### config.mk
export PLATFORM = sky130hd
export DESIGN_NAME = nfa_stream_interfacer
export DESIGN_NICKNAME = d
export VERILOG_FILES = /design/src/rtl/nfa_if_pkg.sv /design/src/rtl/nfa_pipe_reg.sv /design/src/rtl/nfa_stream_interfacer.sv
export SDC_FILE = /design/constraint.sdc
export NUM_CORES = 1
export LEC_CHECK = 0
export BUFFER_PORTS_ARGS = -buffer_cell sky130_fd_sc_hd__buf_2
export CAP_MARGIN = 20
export CORE_ASPECT_RATIO = 0.8
export CORE_MARGIN = 5
export CORE_UTILIZATION = 40
export CTS_CLUSTER_DIAMETER = 60
export DETAILED_ROUTE_END_ITERATION = 16
export PLACE_DENSITY = 0.68
export SLEW_MARGIN = 20
export SYNTH_ARGS = -nofsm -noshare
export SYNTH_HDL_FRONTEND = slang
export SYNTH_SLANG_ARGS = --single-unit
### constraint.sdc
create_clock -name clk -period 1.66 [get_ports clk]
set_input_delay 0 -clock clk [delete_from_list [all_inputs] [get_ports clk]]
set_output_delay 0 -clock clk [all_outputs]
set_load 0.05 [all_outputs]
### src/rtl/nfa_if_pkg.sv
// rtl/nfa_if_pkg.sv - shared state encoding for the NFA stream front-end
//
// Purpose: state encoding shared by nfa_stream_interfacer and anything that
//          needs to decode its state.
// Ports:   none (package).
package nfa_if_pkg;

   localparam int STATE_W = 2;

   localparam logic [STATE_W-1:0] ST_IDLE   = 2'd0;
   localparam logic [STATE_W-1:0] ST_ACTIVE = 2'd1;
   localparam logic [STATE_W-1:0] ST_FLUSH  = 2'd2;

endpackage

### src/rtl/nfa_pipe_reg.sv
// rtl/nfa_pipe_reg.sv - generic async-reset shift pipeline
//
// Purpose: delays d_i by DEPTH clock cycles. Every stage clears on reset.
// Ports:
//   clk    in   1   clock
//   rst_n  in   1   asynchronous active-low reset
//   d_i    in   W   pipeline input
//   q_o    out  W   d_i delayed DEPTH cycles
module nfa_pipe_reg #(
   parameter int W     = 8,
   parameter int DEPTH = 2
) (
   input  logic         clk,
   input  logic         rst_n,
   input  logic [W-1:0] d_i,
   output logic [W-1:0] q_o
);

   logic [W-1:0] stage_q [DEPTH];

   always_ff @(posedge clk or negedge rst_n) begin
      if (!rst_n) begin
         for (int i = 0; i < DEPTH; i++) begin
            stage_q[i] <= '0;
         end
      end else begin
         stage_q[0] <= d_i;
         for (int i = 1; i < DEPTH; i++) begin
            stage_q[i] <= stage_q[i-1];
         end
      end
   end

   assign q_o = stage_q[DEPTH-1];

endmodule

### src/rtl/nfa_stream_interfacer.sv
// rtl/nfa_stream_interfacer.sv - framing front-end between byte stream and NFA array
//
// Purpose: pipelines {valid,data} by PIPE_DEPTH cycles, frames each stream with
//          sod/eod, drives the array enable, holds stop for FLUSH_CYCLES after
//          eod, counts accepted symbols and flags framing violations.
// Ports:
//   clk        in   1       clock
//   rst_n      in   1       asynchronous active-low reset
//   sod        in   1       start-of-data strobe
//   eod        in   1       end-of-data strobe
//   in_valid   in   1       in_data carries a symbol
//   in_data    in   DATA_W  stream symbol
//   out_data   out  DATA_W  in_data delayed PIPE_DEPTH cycles
//   out_en     out  1       NFA array enable
//   stop       out  1       flush window active
//   busy       out  1       not idle
//   frame_len  out  CNT_W   accepted symbols in current/last frame (saturating)
//   proto_err  out  1       one-cycle framing-violation pulse
module nfa_stream_interfacer
   import nfa_if_pkg::*;
#(
   parameter int DATA_W       = 8,
   parameter int PIPE_DEPTH   = 2,
   parameter int FLUSH_CYCLES = 3,
   parameter int CNT_W        = 16
) (
   input  logic              clk,
   input  logic              rst_n,
   input  logic              sod,
   input  logic              eod,
   input  logic              in_valid,
   input  logic [DATA_W-1:0] in_data,
   output logic [DATA_W-1:0] out_data,
   output logic              out_en,
   output logic              stop,
   output logic              busy,
   output logic [CNT_W-1:0]  frame_len,
   output logic              proto_err
);

   localparam int FCNT_W = (FLUSH_CYCLES > 1) ? $clog2(FLUSH_CYCLES) : 1;
   localparam logic [FCNT_W-1:0] FCNT_LAST = FCNT_W'(FLUSH_CYCLES - 1);

   logic [STATE_W-1:0] state_q, state_d;
   logic [FCNT_W-1:0]  fcnt_q, fcnt_d;
   logic [CNT_W-1:0]   len_q, len_d;
   logic               err_q, err_d;

   logic               acc_valid;
   logic [DATA_W:0]    pipe_out;
   logic               sod_dly;

   // A symbol is only taken inside a frame or on the sod that opens one.
   assign acc_valid = in_valid & ((state_q == ST_ACTIVE) | sod);

   always_comb begin
      state_d = state_q;
      fcnt_d  = fcnt_q;
      err_d   = 1'b0;
      case (state_q)
         ST_IDLE: begin
            if (sod) begin
               state_d = eod ? ST_FLUSH : ST_ACTIVE;
               fcnt_d  = '0;
            end else if (eod) begin
               err_d = 1'b1;
            end
         end
         ST_ACTIVE: begin
            // sod inside a frame restarts it; combined with eod it also closes it.
            fcnt_d = '0;
            if (sod) begin
               err_d = 1'b1;
            end
            if (eod) begin
               state_d = ST_FLUSH;
            end
         end
         ST_FLUSH: begin
            // A new sod cuts the drain short and starts a fresh frame.
            if (sod) begin
               state_d = eod ? ST_FLUSH : ST_ACTIVE;
               fcnt_d  = '0;
            end else begin
               if (eod) begin
                  err_d = 1'b1;
               end
               if (fcnt_q == FCNT_LAST) begin
                  state_d = ST_IDLE;
                  fcnt_d  = '0;
               end else begin
                  fcnt_d = fcnt_q + FCNT_W'(1);
               end
            end
         end
         default: begin
            state_d = ST_IDLE;
            fcnt_d  = '0;
         end
      endcase
   end

   always_comb begin
      len_d = len_q;
      if (sod) begin
         len_d = acc_valid ? CNT_W'(1) : '0;
      end else if (acc_valid && (len_q != {CNT_W{1'b1}})) begin
         len_d = len_q + CNT_W'(1);
      end
   end

   always_ff @(posedge clk or negedge rst_n) begin
      if (!rst_n) begin
         state_q <= ST_IDLE;
         fcnt_q  <= '0;
         len_q   <= '0;
         err_q   <= 1'b0;
      end else begin
         state_q <= state_d;
         fcnt_q  <= fcnt_d;
         len_q   <= len_d;
         err_q   <= err_d;
      end
   end

   nfa_pipe_reg #(
      .W     (DATA_W + 1),
      .DEPTH (PIPE_DEPTH)
   ) u_data_pipe (
      .clk   (clk),
      .rst_n (rst_n),
      .d_i   ({acc_valid, in_data}),
      .q_o   (pipe_out)
   );

   // sod travels alongside the data so the array is enabled for the warm-up
   // cycle even when the opening symbol was not valid.
   nfa_pipe_reg #(
      .W     (1),
      .DEPTH (PIPE_DEPTH)
   ) u_sod_pipe (
      .clk   (clk),
      .rst_n (rst_n),
      .d_i   (sod),
      .q_o   (sod_dly)
   );

   assign stop      = (state_q == ST_FLUSH);
   assign busy      = (state_q != ST_IDLE);
   assign out_data  = pipe_out[DATA_W-1:0];
   assign out_en    = pipe_out[DATA_W] | sod_dly | stop;
   assign frame_len = len_q;
   assign proto_err = err_q;

endmodule
==> flow_summary.yaml <==
global_routing:
  track_usage_pct: 15.7
  first_global_vias: 1574
  antenna_found_initial: 0
  grt_pass1_wl_mm: 7.40
  grt_max_degree: 38
  grt_overflow: 0
place:
  dp_cells: 250
  place_congestion: 0.811
  dpl_cell_area_mm2: 0.00211
  dp_hpwl_mm: 2.98
  io_buffers: 40
sta:
  hold_viol_final: 0
  fmax_ghz: 0.600
  rsz0062_at_grt: "true"
  worst_slew_pin_slew_ns: 0.466
  finClkSkew_ns: 0.0119
  finalSetupTns_ns: -0.00583
  finalSetupViolations: 1
  maxSlewViolCount: 0
  final.period_utilization_pct: 100
  period_needed_ns: 1.67
  fin_ws_ns: -0.00583
  slew_headroom_pct: 68.9
synth:
  ys_async_sr_fraction_pct: 100
  ys_ff_latch: 41
  synth_seq_area_share_pct: 57.1
  synth_ff_type: "dfrtp_1"
  netlist_area_mm2: 0.00180
  synth_edf_count: 0
  ys_warn_count: 0
  synthDistinctLibCells: 38
  syn_inst: 152
  synth_nets: 166
  syn_avg_cell_area_um2: 11.8
setup_path:
  crit_required_ns: 1.88
  critPathLaunchType: "register"
  worstPathMaxFanout: 4
  crit_path_end_kind: "register"
  startpoint: "frame_len[15]"
  cp.arrival_ns: 1.89
  worstSetupPathType: "register to register"
  r2r_start: "frame_len[15]"
route:
  drt-vias-per-instance: 5.46
  wl_per_cell_um: 16.1
  drc: 0
  drt-initial-drc-count: 100
  wirelength_mm: 4.53
  ant_nets: 0
  vias: 1533
  first_pass_iters: 4
cells_and_area:
  diodes: 0
  drive_gt1_share_pct: 48.7
  nFillCells: 379
  stdcell_count: 281
  syn_to_final_growth_pct: 37.6
  stdcell_area_mm2: 0.00247
  fin_util_pct: 58.1
  nets: 237
die:
  core_mm2: 0.00426
  std_cell_rows: 21
  die_w_um: 85.0
  initial_core_util_pct: 42.2
  boundaryPins: 41
  die_y_um: 70.0
  dieArea_mm2: 0.00594
power:
  p_per_area_mw_per_mm2: 879
  peakVddDrop_mv: 0.484
  totalPowerFinal_mw: 2.17
  cellLeakagePower_nw: 1.12
clocking:
  insertion_delay_ns: 0.30
  cts_tree: "built"
  clock_path_buffers: 2
  cts_buffers: 5
  path_clk_slew_ns: 0.09
  cts_max_level: 2
  cts.sinks: 41
  root_buffer: "clkbuf_8"
hold_path:
  hp-class: "input pin to asynchronous set/reset pin"
job:
  max-cap-violations: 0
outcome:
  run_status: "finished, violations left"
  violations: "setup timing"
==> stage by stage <==
step	setup slack [ns]	hold slack [ns]
6_report	-0.00583	0.0405
5_1_grt	-0.0496	0.0560
4_1_cts	0.000637	0.0309
3_5_place_dp	-0.0229	-0.184
3_3_place_gp	0.0477	-0.185
2_1_floorplan	-0.122	-0.296
==> cells by family (layout without fill, tap and decap cells) <==
logic type      count (synthesis)  in the layout  share of synthesized area [%]
simple gates                   53             53                           22.2
buf+inv                        17             89                           5.29
fa+ha+maj                       1              1                          0.696
flops                          41             41                           57.1
compound gates                 39             39                           14.1
mux                             1              1                          0.626
==> cell usage after synthesis (all sizes together), types with 2 or more instances <==
cell    number  area share [%]
o211ai       2            0.83
and3         2            0.70
nor4         3             2.7
a211oi       2            0.83
nor2b        2            0.70
nand3        4             1.1
o31ai       11             4.6
nand2        9             2.0
nor3         2            0.56
o21ai        4             1.1
nor2         4            0.83
or4         10             4.2
inv          6             1.3
or3          4             1.4
o41ai        2            0.97
and2         2            0.70
clkbuf       3            0.70
nand4        7             4.8
dfrtp       41              57
buf          8             3.3
a21oi       13             3.6
==> state kept, by name, indices dropped and copies added (netlist names) <==
signal,flops
u_data_pipe.q_o,9
u_sod_pipe.q_o,1
fcnt_q,2
state_q,2
u_sod_pipe.stage_q,1
u_data_pipe.stage_q,9
proto_err,1
frame_len,16
==> cells in the final DEF, fill, tap and decap left out, drive strengths merged, types with 3 or more instances in the layout <==
cell type / count
nand3: 4
or3: 4
nor2: 4
clkbuf: 6
nand4: 7
inv: 6
a21oi: 13
nand2: 9
o31ai: 11
dfrtp: 41
buf: 64
or4: 10
dlygate4sd3: 11
nor4: 3
o21ai: 4
==> critical path, stage by stage (launching register included) <==
cell and delay (ns):
dfrtp_2 0.41, nand4_1 0.18, buf_6 0.15, nor4_4 0.05, buf_4 0.15, or4_4 0.48
a21oi_2 0.15
==> where the power goes <==
part           switching (mW)  internal [mW]
logic                   0.194         0.0884
clock network           0.349          0.489
registers              0.0156           1.04
==> layout make-up <==
type / count / area, µm² / share of cell area, %
Sequential cell: 41 / 1050 / 42.3
Clock buffer: 6 / 82.6 / 3.34
Tap cell: 57 / 71.3 / 2.88
Clock inverter: 2 / 37.5 / 1.52
Inverter: 6 / 22.5 / 0.910
Multi-Input combinational cell: 94 / 719 / 29.1
Timing Repair Buffer: 75 / 494 / 20.0
==> layer usage <==
| metal | global-route usage [%] | routed length [µm] | up-vias |
|---|---|---|---|
| met5 | 0 | 0 | - |
| met4 | 6.50 | 46 | 0 |
| met3 | 5.29 | 309 | 4 |
| met2 | 24.8 | 2230 | 55 |
| met1 | 19.7 | 1950 | 760 |
| li1 | - | - | 714 |
==> final timing paths <==
check	to	slack, ns	depth (start not counted)
worst max register to register	frame_len[9]	-0.006	6
worst min register to register	u_sod_pipe.q_o	0.35	0
max in group asynchronous	frame_len[14]	0.93	3
worst max-delay path	frame_len[9]	-0.006	6
min in group clk	u_sod_pipe.stage_q[1]	0.07	1
worst min-delay path	u_data_pipe.q_o[0]	0.04	2
==> timing repair <==
| item | CTS | global route |
|---|---|---|
| hold endpoints to repair | 53 | 0 |
| resized for setup | 5 | 6 |
| hold buffers | 11 | 0 |
| pin swaps | 3 | 4 |
| buffers inserted | 6 | 6 |
| endpoints found under the setup margin | 2 | 12 |
No activity file was read; power rests on OpenSTA's default activity.
